### src/rtl/sdram_multi_arbit_if.sv
// ---------------------------------------------------------------------------
// sdram_multi_arbit_if
//
// Bundles every signal between the SDRAM arbiter and its neighbours: the init
// sequencer, the auto-refresh engine, NUM_CH access channels and the SDRAM
// command pins.
//
// Parameters:
//   NUM_CH  number of access channels (1..8)
//   ADDR_W  SDRAM address width
//
// Modports:
//   slave   the arbiter: takes the source fields, drives enables and the bus
//   master  the surrounding engines/pins model: the opposite directions
//
// Signal summary:
//   init_cmd/bank/addr/end     init source fields and completion flag
//   atref_req/end/cmd/bank/addr refresh request, completion and fields
//   ch_req/ch_end              per-channel request and completion
//   ch_cmd/ch_bank/ch_addr     packed channel fields, channel i at slice i
//   atref_en, ch_en            refresh enable, one-hot channel enable
//   grant_id                   current/last granted channel
//   sdram_cmd/bank/addr        muxed command bus {cs_n,ras_n,cas_n,we_n}
//   cur_state                  INIT=0, ARBIT=1, AUTO_REFRESH=2, ACCESS=3
//   arb_timeout                one-cycle watchdog pulse
// ---------------------------------------------------------------------------
interface sdram_multi_arbit_if #(
  parameter int NUM_CH = 4,
  parameter int ADDR_W = 13
);
  localparam int ID_W = (NUM_CH > 1) ? $clog2(NUM_CH) : 1;

  logic [3:0]               init_cmd;
  logic [1:0]               init_bank;
  logic [ADDR_W-1:0]        init_addr;
  logic                     init_end;

  logic                     atref_req;
  logic                     atref_end;
  logic [3:0]               atref_cmd;
  logic [1:0]               atref_bank;
  logic [ADDR_W-1:0]        atref_addr;

  logic [NUM_CH-1:0]        ch_req;
  logic [NUM_CH-1:0]        ch_end;
  logic [4*NUM_CH-1:0]      ch_cmd;
  logic [2*NUM_CH-1:0]      ch_bank;
  logic [ADDR_W*NUM_CH-1:0] ch_addr;

  logic                     atref_en;
  logic [NUM_CH-1:0]        ch_en;
  logic [ID_W-1:0]          grant_id;
  logic [3:0]               sdram_cmd;
  logic [1:0]               sdram_bank;
  logic [ADDR_W-1:0]        sdram_addr;
  logic [1:0]               cur_state;
  logic                     arb_timeout;

  modport slave (
    input  init_cmd, init_bank, init_addr, init_end,
    input  atref_req, atref_end, atref_cmd, atref_bank, atref_addr,
    input  ch_req, ch_end, ch_cmd, ch_bank, ch_addr,
    output atref_en, ch_en, grant_id,
    output sdram_cmd, sdram_bank, sdram_addr,
    output cur_state, arb_timeout
  );

  modport master (
    output init_cmd, init_bank, init_addr, init_end,
    output atref_req, atref_end, atref_cmd, atref_bank, atref_addr,
    output ch_req, ch_end, ch_cmd, ch_bank, ch_addr,
    input  atref_en, ch_en, grant_id,
    input  sdram_cmd, sdram_bank, sdram_addr,
    input  cur_state, arb_timeout
  );
endinterface

### src/rtl/sdram_multi_arbit.sv
// ---------------------------------------------------------------------------
// sdram_multi_arbit
//
// SDRAM command arbiter: runs INIT until the init sequencer finishes, then
// loops through ARBIT and either AUTO_REFRESH or ACCESS. Refresh wins at
// every ARBIT cycle; access channels are served round-robin starting at the
// channel after the last one that completed. The winning source's command,
// bank and address are muxed onto the SDRAM command bus.
//
// Parameters:
//   NUM_CH       number of access channels (1..8)
//   ADDR_W       SDRAM address width
//   TIMEOUT_CYC  watchdog limit in cycles (only with SDRAM_ARB_TIMEOUT_EN)
//
// Ports:
//   sys_clk  system clock, rising edge
//   sys_rst  synchronous active-high reset
//   bus      sdram_multi_arbit_if.slave (sources, enables, command bus)
//
// Build option:
//   SDRAM_ARB_TIMEOUT_EN  when defined, a 16-bit watchdog forces ARBIT after
//                         TIMEOUT_CYC cycles in ACCESS/AUTO_REFRESH without
//                         the matching end and pulses arb_timeout. When not
//                         defined, arb_timeout is tied low and operations
//                         wait indefinitely for their end.
// ---------------------------------------------------------------------------
module sdram_multi_arbit #(
  parameter int NUM_CH      = 4,
  parameter int ADDR_W      = 13,
  parameter int TIMEOUT_CYC = 1024
) (
  input logic                sys_clk,
  input logic                sys_rst,
  sdram_multi_arbit_if.slave bus
);

  localparam int ID_W = (NUM_CH > 1) ? $clog2(NUM_CH) : 1;

  typedef enum logic [1:0] {
    INIT         = 2'd0,
    ARBIT        = 2'd1,
    AUTO_REFRESH = 2'd2,
    ACCESS       = 2'd3
  } state_t;

  state_t            state;
  state_t            next_state;
  logic [ID_W-1:0]   grant_id;
  logic [ID_W-1:0]   next_grant;
  logic [ID_W-1:0]   rr_ptr;
  logic [ID_W-1:0]   next_rr;
  logic [ID_W-1:0]   pick_id;
  logic [ID_W-1:0]   grant_inc;
  logic [ID_W:0]     pick_sum;
  logic [ID_W:0]     inc_sum;
  logic              pick_found;
  logic              grant_end;
  logic [NUM_CH-1:0] grant_onehot;
  logic              atref_en;
  logic [NUM_CH-1:0] ch_en;
  logic [3:0]        cmd_mux;
  logic [1:0]        bank_mux;
  logic [ADDR_W-1:0] addr_mux;

`ifdef SDRAM_ARB_TIMEOUT_EN
  localparam logic [15:0] TIMEOUT_LAST = 16'(TIMEOUT_CYC - 1);
  logic [15:0] timer;
  logic        timeout_hit;
  logic        timeout_pulse;
`else
  // Without the watchdog the limit has no effect; the empty guard keeps the
  // parameter referenced so every build shares one parameter list.
  if (TIMEOUT_CYC < 0) begin : g_timeout_unused
  end
`endif

  // Round-robin search: walk rr_ptr, rr_ptr+1, ... (mod NUM_CH) and take the
  // first requesting channel. Indices wrap by a single conditional subtract
  // so NUM_CH need not be a power of two.
  always_comb begin
    pick_found = 1'b0;
    pick_id    = rr_ptr;
    pick_sum   = '0;
    for (int k = 0; k < NUM_CH; k++) begin
      pick_sum = {1'b0, rr_ptr} + (ID_W+1)'(k);
      if (pick_sum >= (ID_W+1)'(NUM_CH)) begin
        pick_sum = pick_sum - (ID_W+1)'(NUM_CH);
      end
      if (!pick_found && (|(bus.ch_req & (NUM_CH'(1) << pick_sum)))) begin
        pick_found = 1'b1;
        pick_id    = pick_sum[ID_W-1:0];
      end
    end
  end

  // Channel after the granted one, wrapped; becomes the next round-robin
  // start once the granted channel finishes. Only the granted channel's end
  // is honoured, so stray ends from other channels are masked here.
  always_comb begin
    inc_sum      = {1'b0, grant_id} + (ID_W+1)'(1);
    grant_inc    = (inc_sum == (ID_W+1)'(NUM_CH)) ? '0 : inc_sum[ID_W-1:0];
    grant_onehot = NUM_CH'(1) << grant_id;
    grant_end    = |(bus.ch_end & grant_onehot);
  end

  // Next-state decision. Refresh is checked before the channels in ARBIT, and
  // nothing but the matching end (or the watchdog) leaves an operation, so a
  // pending refresh and an in-flight access never preempt one another.
  always_comb begin
    next_state = state;
    next_grant = grant_id;
    next_rr    = rr_ptr;
`ifdef SDRAM_ARB_TIMEOUT_EN
    timeout_hit = 1'b0;
`endif
    case (state)
      INIT: begin
        if (bus.init_end) begin
          next_state = ARBIT;
        end
      end
      ARBIT: begin
        if (bus.atref_req) begin
          next_state = AUTO_REFRESH;
        end else if (pick_found) begin
          next_state = ACCESS;
          next_grant = pick_id;
        end
      end
      AUTO_REFRESH: begin
        if (bus.atref_end) begin
          next_state = ARBIT;
        end
`ifdef SDRAM_ARB_TIMEOUT_EN
        else if (timer == TIMEOUT_LAST) begin
          next_state  = ARBIT;
          timeout_hit = 1'b1;
        end
`endif
      end
      ACCESS: begin
        if (grant_end) begin
          next_state = ARBIT;
          next_rr    = grant_inc;
        end
`ifdef SDRAM_ARB_TIMEOUT_EN
        else if (timer == TIMEOUT_LAST) begin
          next_state  = ARBIT;
          next_rr     = grant_inc;
          timeout_hit = 1'b1;
        end
`endif
      end
      default: begin
        next_state = INIT;
      end
    endcase
  end

  // State, grant and pointer registers. The enables are registered from the
  // next state so they line up exactly with cur_state.
  always_ff @(posedge sys_clk) begin
    if (sys_rst) begin
      state    <= INIT;
      grant_id <= '0;
      rr_ptr   <= '0;
      atref_en <= 1'b0;
      ch_en    <= '0;
`ifdef SDRAM_ARB_TIMEOUT_EN
      timer         <= '0;
      timeout_pulse <= 1'b0;
`endif
    end else begin
      state    <= next_state;
      grant_id <= next_grant;
      rr_ptr   <= next_rr;
      atref_en <= (next_state == AUTO_REFRESH);
      ch_en    <= (next_state == ACCESS) ? (NUM_CH'(1) << next_grant) : '0;
`ifdef SDRAM_ARB_TIMEOUT_EN
      // The watchdog restarts on each entry from ARBIT and counts every
      // cycle spent inside the operation.
      if ((state == ARBIT) &&
          ((next_state == ACCESS) || (next_state == AUTO_REFRESH))) begin
        timer <= '0;
      end else if ((state == ACCESS) || (state == AUTO_REFRESH)) begin
        timer <= timer + 16'd1;
      end
      timeout_pulse <= timeout_hit;
`endif
    end
  end

  // Command bus mux. ARBIT drives a NOP with bank/address cleared; ACCESS
  // picks the granted channel's slices.
  always_comb begin
    cmd_mux  = 4'b0111;
    bank_mux = 2'b00;
    addr_mux = '0;
    case (state)
      INIT: begin
        cmd_mux  = bus.init_cmd;
        bank_mux = bus.init_bank;
        addr_mux = bus.init_addr;
      end
      AUTO_REFRESH: begin
        cmd_mux  = bus.atref_cmd;
        bank_mux = bus.atref_bank;
        addr_mux = bus.atref_addr;
      end
      ACCESS: begin
        for (int i = 0; i < NUM_CH; i++) begin
          if (grant_id == ID_W'(i)) begin
            cmd_mux  = bus.ch_cmd[i*4 +: 4];
            bank_mux = bus.ch_bank[i*2 +: 2];
            addr_mux = bus.ch_addr[i*ADDR_W +: ADDR_W];
          end
        end
      end
      default: begin
        cmd_mux  = 4'b0111;
        bank_mux = 2'b00;
        addr_mux = '0;
      end
    endcase
  end

  assign bus.cur_state  = state;
  assign bus.grant_id   = grant_id;
  assign bus.atref_en   = atref_en;
  assign bus.ch_en      = ch_en;
  assign bus.sdram_cmd  = cmd_mux;
  assign bus.sdram_bank = bank_mux;
  assign bus.sdram_addr = addr_mux;

`ifdef SDRAM_ARB_TIMEOUT_EN
  assign bus.arb_timeout = timeout_pulse;
`else
  assign bus.arb_timeout = 1'b0;
`endif

endmodule

### src/flat_wrapper.sv
// flat-port wrapper written by rule: the top's interface ports become plain ports
module sdram_multi_arbit_flat 
#(
  parameter int NUM_CH      = 4,
  parameter int ADDR_W      = 13,
  parameter int TIMEOUT_CYC = 1024
)
  (sys_clk, sys_rst, bus_init_cmd, bus_init_bank, bus_init_addr, bus_init_end, bus_atref_req, bus_atref_end, bus_atref_cmd, bus_atref_bank, bus_atref_addr, bus_ch_req, bus_ch_end, bus_ch_cmd, bus_ch_bank, bus_ch_addr, bus_atref_en, bus_ch_en, bus_grant_id, bus_sdram_cmd, bus_sdram_bank, bus_sdram_addr, bus_cur_state, bus_arb_timeout);
  sdram_multi_arbit_if #(.NUM_CH(NUM_CH), .ADDR_W(ADDR_W)) bus_i ();
  input logic sys_clk;
  input logic sys_rst;
  input wire logic [$bits(bus_i.init_cmd)-1:0] bus_init_cmd;
  input wire logic [$bits(bus_i.init_bank)-1:0] bus_init_bank;
  input wire logic [$bits(bus_i.init_addr)-1:0] bus_init_addr;
  input wire logic [$bits(bus_i.init_end)-1:0] bus_init_end;
  input wire logic [$bits(bus_i.atref_req)-1:0] bus_atref_req;
  input wire logic [$bits(bus_i.atref_end)-1:0] bus_atref_end;
  input wire logic [$bits(bus_i.atref_cmd)-1:0] bus_atref_cmd;
  input wire logic [$bits(bus_i.atref_bank)-1:0] bus_atref_bank;
  input wire logic [$bits(bus_i.atref_addr)-1:0] bus_atref_addr;
  input wire logic [$bits(bus_i.ch_req)-1:0] bus_ch_req;
  input wire logic [$bits(bus_i.ch_end)-1:0] bus_ch_end;
  input wire logic [$bits(bus_i.ch_cmd)-1:0] bus_ch_cmd;
  input wire logic [$bits(bus_i.ch_bank)-1:0] bus_ch_bank;
  input wire logic [$bits(bus_i.ch_addr)-1:0] bus_ch_addr;
  output wire logic [$bits(bus_i.atref_en)-1:0] bus_atref_en;
  output wire logic [$bits(bus_i.ch_en)-1:0] bus_ch_en;
  output wire logic [$bits(bus_i.grant_id)-1:0] bus_grant_id;
  output wire logic [$bits(bus_i.sdram_cmd)-1:0] bus_sdram_cmd;
  output wire logic [$bits(bus_i.sdram_bank)-1:0] bus_sdram_bank;
  output wire logic [$bits(bus_i.sdram_addr)-1:0] bus_sdram_addr;
  output wire logic [$bits(bus_i.cur_state)-1:0] bus_cur_state;
  output wire logic [$bits(bus_i.arb_timeout)-1:0] bus_arb_timeout;
  assign bus_i.init_cmd = bus_init_cmd;
  assign bus_i.init_bank = bus_init_bank;
  assign bus_i.init_addr = bus_init_addr;
  assign bus_i.init_end = bus_init_end;
  assign bus_i.atref_req = bus_atref_req;
  assign bus_i.atref_end = bus_atref_end;
  assign bus_i.atref_cmd = bus_atref_cmd;
  assign bus_i.atref_bank = bus_atref_bank;
  assign bus_i.atref_addr = bus_atref_addr;
  assign bus_i.ch_req = bus_ch_req;
  assign bus_i.ch_end = bus_ch_end;
  assign bus_i.ch_cmd = bus_ch_cmd;
  assign bus_i.ch_bank = bus_ch_bank;
  assign bus_i.ch_addr = bus_ch_addr;
  assign bus_atref_en = bus_i.atref_en;
  assign bus_ch_en = bus_i.ch_en;
  assign bus_grant_id = bus_i.grant_id;
  assign bus_sdram_cmd = bus_i.sdram_cmd;
  assign bus_sdram_bank = bus_i.sdram_bank;
  assign bus_sdram_addr = bus_i.sdram_addr;
  assign bus_cur_state = bus_i.cur_state;
  assign bus_arb_timeout = bus_i.arb_timeout;
  sdram_multi_arbit #(.NUM_CH(NUM_CH), .ADDR_W(ADDR_W), .TIMEOUT_CYC(TIMEOUT_CYC)) u_core (.sys_clk(sys_clk), .sys_rst(sys_rst), .bus(bus_i));
endmodule
### config.mk
export PLATFORM = sky130hd
export DESIGN_NAME = sdram_multi_arbit_flat
export DESIGN_NICKNAME = d
export VERILOG_FILES = /design/src/rtl/sdram_multi_arbit_if.sv /design/src/rtl/sdram_multi_arbit.sv /design/src/flat_wrapper.sv
export SDC_FILE = /design/constraint.sdc
export NUM_CORES = 1
export LEC_CHECK = 0
export ABC_AREA = 0
export CORE_UTILIZATION = 31
export DETAILED_ROUTE_END_ITERATION = 10
export GPL_TIMING_DRIVEN = 1
export PLACE_DENSITY = 0.82
export SLEW_MARGIN = 15
export SYNTH_ARGS = -nofsm -noshare
export SYNTH_HDL_FRONTEND = slang
export SYNTH_SLANG_ARGS = --single-unit
### constraint.sdc
create_clock -name sys_clk -period 3.15 [get_ports sys_clk]
set_input_delay 0.63 -clock sys_clk [delete_from_list [all_inputs] [get_ports sys_clk]]
set_output_delay 0.63 -clock sys_clk [all_outputs]
set_load 0.02 [all_outputs]
## Word-level counts from Yosys, hierarchy flattened

Cells that the tools add are included.

| operators by class | value |
|---|---|
| add/sub/neg operators | 8 |
| order comparisons | 4 |
| equal/unequal tests | 9 |
| shift-type cells | 6 |
| mux-type cells | 37 |
| bitwise gates (word level) | 6 |
| reduce and logical (&&, ||, !) cells | 15 |

Operator list:

| operator | number |
|---|---|
| 13-bit two-way mux | 4 |
| 13-bit case mux with 3 select lines | 1 |
| 2-bit two-way mux | 17 |
| 4-bit AND | 5 |
| 4-bit OR reduction | 5 |
| 4-bit two-way mux | 4 |
| 1-bit by 3-bit left shift with 4-bit output, first input constant | 4 |
| 2-bit == test, second input constant | 6 |
| 3-bit two-way mux | 4 |
| 4-bit case mux with 3 select lines | 1 |
| 3-bit >= comparator, second input constant | 3 |
| 3-bit subtractor, second input constant | 3 |
| 2-bit case mux with 4 select lines | 1 |
| 1-bit by 2-bit left shift with 4-bit output, first input constant | 2 |
| 2-bit by 1-bit adder with 3-bit output, second input constant | 2 |
| 2-bit by 2-bit adder with 3-bit output, second input constant | 2 |
| 2-bit case mux with 3 select lines | 1 |
| 2-bit by 1-bit == test with 1-bit output, second input constant | 2 |
| 2-bit logical NOT | 2 |
| 1-bit two-way mux | 4 |
| 3-bit == test, second input constant | 1 |
| 2-bit by 3-bit >= comparator with 1-bit output, second input constant | 1 |
| 1-bit logical AND | 3 |
| 1-bit logical NOT | 3 |
| other kinds (4) | 4 |

| storage, ports and cells | value |
|---|---|
| register bits after elaboration | 11 |
| bits of input ports | 127 |
| output and inout port bits | 29 |
| logic and storage cells | 90 |

## Depth between registers and ports, before layout

| logic depth | value |
|---|---|
| depth after elaboration | 21 |
| gate-level depth with buffers | 10 |
| gate-level depth less buffers | 8 |

## Worst setup path after synthesis

OpenSTA, ideal clock, no wires.

| timing | value |
|---|---|
| kind | register -> output |
| start | reg u_core.grant_id[1] (netlist: u_core.bus.grant_id[1]) |
| end | out bus_sdram_addr[10] |
| arrival | 2241 ps |
| data required time | 2520 ps |
| path slack | 279 ps |
| stages on the path, launching flop included | 11 |
| path buffers | 3 |
| cells stage by stage | dfxtp_1 -> inv_1 -> ha_1 -> clkbuf_1 -> nor2b_1 -> clkbuf_1 -> buf_2 -> a221oi_1 -> nor3_1 -> a21oi_1 -> o22ai_1 |

| on the way | value |
|---|---|
| cells in the longest elaborated chain, start to end | 6 |
| elaborated cells between the ends (all ways) | 9 |
| those cells by class | eq/ne (3); mux (5); reduce/logical (1) |

RTL lines:

| item | RTL line | text |
|---|---|---|
| start, declared | sdram_multi_arbit.sv:48 | `logic [ID_W-1:0] grant_id;` |
| start signal, assigned | sdram_multi_arbit.sv:175 | `grant_id <= next_grant;` |
| 2-bit logical NOT | sdram_multi_arbit.sv:212 | `if (grant_id == ID_W'(i)) begin` |
| 13-bit two-way mux (3 in series) | sdram_multi_arbit.sv:212 |  |
| 13-bit two-way mux (*) | sdram_multi_arbit.sv:212 |  |
| 13-bit case mux with 3 select lines (*) | sdram_multi_arbit.sv:199 | `case (state)` |
| end, declared | flat_wrapper.sv:31 | `output wire logic [$bits(bus_i.sdram_addr)-1:0] bus_sdram_addr;` |

Mark *: on every way between the ends. The rest lies on a longest branch, timed or not.

## Worst setup path in the final report

| timing | value |
|---|---|
| start | reg u_core.grant_id[0] (netlist: u_core.bus.grant_id[0]) |
| end | out bus_sdram_cmd[0] |

| on the way | value |
|---|---|
| cells in the longest elaborated chain, start to end | 6 |
| elaborated cells between the ends (all ways) | 9 |
| those cells by class | eq/ne (3); mux (5); reduce/logical (1) |

RTL lines:

| item | RTL line | text |
|---|---|---|
| 2-bit logical NOT | sdram_multi_arbit.sv:212 |  |
| 4-bit two-way mux (3 in series) | sdram_multi_arbit.sv:212 |  |
| 4-bit two-way mux (*) | sdram_multi_arbit.sv:212 |  |
| 4-bit case mux with 3 select lines (*) | sdram_multi_arbit.sv:199 |  |
| end, declared | flat_wrapper.sv:29 | `output wire logic [$bits(bus_i.sdram_cmd)-1:0] bus_sdram_cmd;` |

Marked as above.

==> results.md <==
| Metric | Reported | Unit |
| --- | --- | --- |
| Final routed wire length divided by cell count | 15.9 | um |
| Number of warning messages in the yosys log | 0 | - |
| Fmax | 341 | MHz |
| Fraction of synthesis flops using an asynchronous set or reset pin | 0 | - |
| Class of the most critical hold timing path | flop to flop | - |
| Top metal layer carrying routed signals | met4 | - |
| Count of boundary I/O pins | 156 | - |
| Area used by multi-input combinational logic | 0.00136 | sq mm |
| EDFF count, synth | 0 | - |
| TritonCTS Buffers | 3 | - |
| Number of antenna violations at the first check in global routing | 0 | - |
| Final Cycle Share | 0.932 | - |
| Routed Wire Length | 7230 | um |
| Worst-path clk slew | 0.05 | ns |
| Class of the most critical setup path | flop to primary output | - |
| Switching power | 0.000341 | W |
| Part of the power in registers | 0.168 | - |
| TritonCTS clock tree | done | - |
| Worst Hold Endpoint | u_core.bus.grant_id[1] | - |
| Die X-Extent | 75.7 | um |
| CP max FO | 18 | - |
| Vias in the first global route | 2002 | - |
| Largest cells by area after synthesis | dfxtp_1, mux2i_1, a221oi_1 | - |
| Remaining DRCs | 0 | - |
| Main synth FF type | dfxtp_1 | - |
| Number of distinct library cells after synthesis | 40 | - |
| Met1 Routed Length | 3190 | um |
| Count of buffers from port buffering | 154 | - |
| Clock network fraction of design power | 0.159 | - |
| Number of nets produced by synthesis | 371 | - |
| Run status | completed | - |
| Finished Layout Cells | 454 | - |
| Required @ worst endpoint | 2.52 | ns |
| Number of buffers inserted to repair setup after CTS | 0 | - |
| Vias post-DR | 2397 | - |
| Chip height | 75.7 | um |
| Leading area contributor after synthesis | dfxtp_1 | - |
| Total of flip-flops plus latches after synthesis | 11 | - |
| Global-route wire length before repair | 9640 | um |
| RSZ-0062 raised after global routing | false | - |
| Relative slew slack | 0.601 | - |
| Min-Delay Startpoint | u_core.bus.grant_id[1] | - |
| Root buffer selected by CTS | clkbuf_8 | - |
| Amount of wire on met2 after detailed routing | 3440 | um |
| Sum of met3 wire segment lengths after detailed routing | 511 | um |
| Filler cell count in the final layout | 458 | - |
| Hold violation total from the final report | 0 | - |
| Worst setup skew after layout | 0.00771 | ns |
| Clock sink count | 11 | - |
| Post-synthesis cell count | 235 | - |
| Largest net degree at the start of global routing | 39 | - |
| Share of final-layout standard cells stronger than drive strength 1 | 0.0625 | - |
| Via density per instance | 5.28 | - |
| Count of nets left with antenna violations after detail routing | 0 | - |
| Setup TNS | 0 | ns |
| Number of diodes | 0 | - |
| End-of-flow core utilization | 0.659 | - |
| Proportion of total power due to net switching | 0.380 | - |
| Iteration count of the initial detailed-routing pass | 4 | - |
| Initial DRC Count | 166 | - |
| # placed instances | 450 | - |
| Number of max-capacitance violations reported | 0 | - |
| Overall track demand over capacity in global routing | 0.223 | - |
| Finish-stage setup viols | 0 | - |
| Leakage power figure | 1.40 | nW |
| Initial cell density of the core | 0.326 | - |
| Post-cts hold buffer count | 0 | - |
| Category of the worst setup path capture point | primary output | - |
| Reg-to-reg critical path endpoint | u_core.bus.ch_en[1] | - |
| Total power divided by cell area | 263 | mW/mm^2 |
| Hold-critical path depth | 3 | - |
| Overall die area | 0.00574 | sq mm |
| Internal power | 0.000557 | W |
| Maximum number of buffers from clock root to sink | 2 | - |
| Count of cells along the worst register-to-register path | 8 | - |
| Half-perimeter wire length of the detailed placement result | 5830 | um |
| Arrival time of data at the critical path endpoint | 2.31 | ns |
| Time the final worst path needs with I/O delays and setup | 2.94 | ns |
| Post-synthesis instance area | 0.00169 | sq mm |
| Peak VDD IR | 0.161 | mV |
| Fraction of the yosys area taken by sequential cells | 0.131 | - |
| Startpoint type of the worst setup path | flop | - |
| Mean post-synth cell area | 7.17 | sq um |
| Grt total ovfl | 0 | - |
| Count of pins over their slew limit | 0 | - |
| Area growth, synth to finish | 102 | % |
| Worst slew pin tran | 0.596 | ns |
| Worst flop-to-flop path startpoint | u_core.rr_ptr[1] | - |
| Final weighted congestion in routability-driven placement | 0.898 | - |
| Flop2flop setup slack | 0.84 | ns |
| Sequential standard cell area | 220 | sq um |
| Final-stage net count | 521 | - |
| Site row count | 26 | - |
| Clock latency on the worst-skew pair | 0.24 | ns |
| Depth of the CTS H-tree | 1 | - |
| Synth top area share | 0.131 | - |
| Combinational Power Share | 0.673 | - |
| Floorplan core area | 0.00517 | sq mm |
==> how the worst max path moves through the flow <==
stage	startpoint	end	slack, ns	depth (start not counted)
after global placement	bus_ch_addr[22]	bus_sdram_addr[9]	0.18	6
after detailed placement	bus_ch_addr[22]	bus_sdram_addr[9]	0.16	6
after CTS	u_core.bus.grant_id[0]	bus_sdram_addr[6]	0.02	9
after global routing	u_core.bus.grant_id[0]	bus_sdram_cmd[1]	0.03	10
final	u_core.bus.grant_id[0]	bus_sdram_cmd[0]	0.21	10
after floorplan	u_core.bus.grant_id[1]	bus_sdram_addr[10]	0.28	10
==> metrics by stage <==
| stage | hold WS (ns) | area, sq um | setup WS [ns] | power [W] |
|---|---|---|---|---|
| floorplan | 0.601 | 1690 | 0.279 | 0.000449 |
| global placement | 0.585 | 3320 | 0.176 | 0.000757 |
| detailed placement | 0.606 | 3320 | 0.159 | 0.000764 |
| CTS | 0.630 | 3370 | 0.0171 | 0.000899 |
| global route | 0.655 | 3410 | 0.0301 | 0.000954 |
| finish | 0.632 | 3410 | 0.213 | 0.000897 |
==> cell usage in the layout (no fill, tap or decap), types with 2 or more instances in the layout <==
cell type and n:
clkdlybuf4s50_1 135, a21oi_1 24, nor2b_1 22, mux2i_1 20
o22ai_1 19, a221oi_1 15, nor3_1 15, dlymetal6s2s_1 13
buf_4 11, dfxtp_1 11, nand2_1 9, ha_1 9
nor2_1 8, inv_1 7, o21ai_0 6, a22oi_1 6
dlygate4sd2_1 6, a211oi_1 5, a31oi_1 5, nand3_1 5
and2_1 3, a22o_1 3, clkbuf_8 3, nor3_2 2
nand3_2 2, nand3b_1 2
==> layer usage <==
| layer | vias to the layer above | global-route usage |
|---|---|---|
| met3 | 8 | 0.0463 |
| li1 | 1200 | - |
| met5 | - | 0 |
| met1 | 1079 | 0.309 |
| met4 | 0 | 0.0391 |
| met2 | 110 | 0.360 |
==> cell families after synthesis <==
family,synth area share
AO/OA/AOI/OAI,0.367
AND/OR/NAND/NOR,0.236
buffers and inverters,0.0727
multiplexers,0.119
flip-flops,0.131
adder cells (fa/ha/maj),0.0668
other,0.00223
XOR/XNOR,0.00520
==> Yosys cell counts, drive strengths merged, types with 2 or more instances <==
| cell | instances |
|---|---|
| nor3 | 17 |
| a211oi | 5 |
| inv | 7 |
| ha | 9 |
| o21ai | 7 |
| mux2i | 20 |
| o22ai | 19 |
| buf | 5 |
| a22oi | 6 |
| and3 | 2 |
| nand3b | 2 |
| a31oi | 5 |
| nor2b | 22 |
| clkbuf | 16 |
| nand3 | 7 |
| dfxtp | 11 |
| a221oi | 16 |
| and2 | 3 |
| a22o | 4 |
| a21oi | 25 |
| nand2 | 9 |
| nor2 | 8 |
==> what timing repair did <==
item,CTS,global route
pin swaps,0,0
cloned,0,0
endpoints found under the setup margin,8,13
resized for setup,8,14
==> layout make-up <==
type / count / share of cell area
clock buffers: 4 / 0.0132
inverters: 7 / 0.00771
multi-input cells: 196 / 0.399
flip-flops and latches: 11 / 0.0646
well taps: 70 / 0.0257
repair buffers: 166 / 0.490
==> state kept, by name, indices dropped and copies added, names as in the netlist <==
name,flops
u_core.bus.cur_state,2
u_core.rr_ptr,2
u_core.bus.grant_id,2
u_core.bus.atref_en,1
u_core.bus.ch_en,4
==> worst max-delay path: stages (launching register included) <==
cell	delay [ns]
dfxtp_1	0.34
buf_4	0.17
ha_1	0.18
buf_4	0.23
inv_1	0.11
nand2_1	0.11
o22ai_1	0.07
o21ai_0	0.16
mux2i_1	0.15
a31oi_1	0.19
dlygate4sd2_1	0.34
==> power by group through the flow <==
stage | Combinational, W | Clock, W | Sequential (W)
global placement | 0.000603 | 0 | 0.000153
CTS | 0.000605 | 0.000142 | 0.000151
floorplan | 0.000281 | 0 | 0.000168
detailed placement | 0.000610 | 0 | 0.000154
global route | 0.000654 | 0.000148 | 0.000152
finish | 0.000604 | 0.000142 | 0.000151
(Power assumes the default switching activity.)
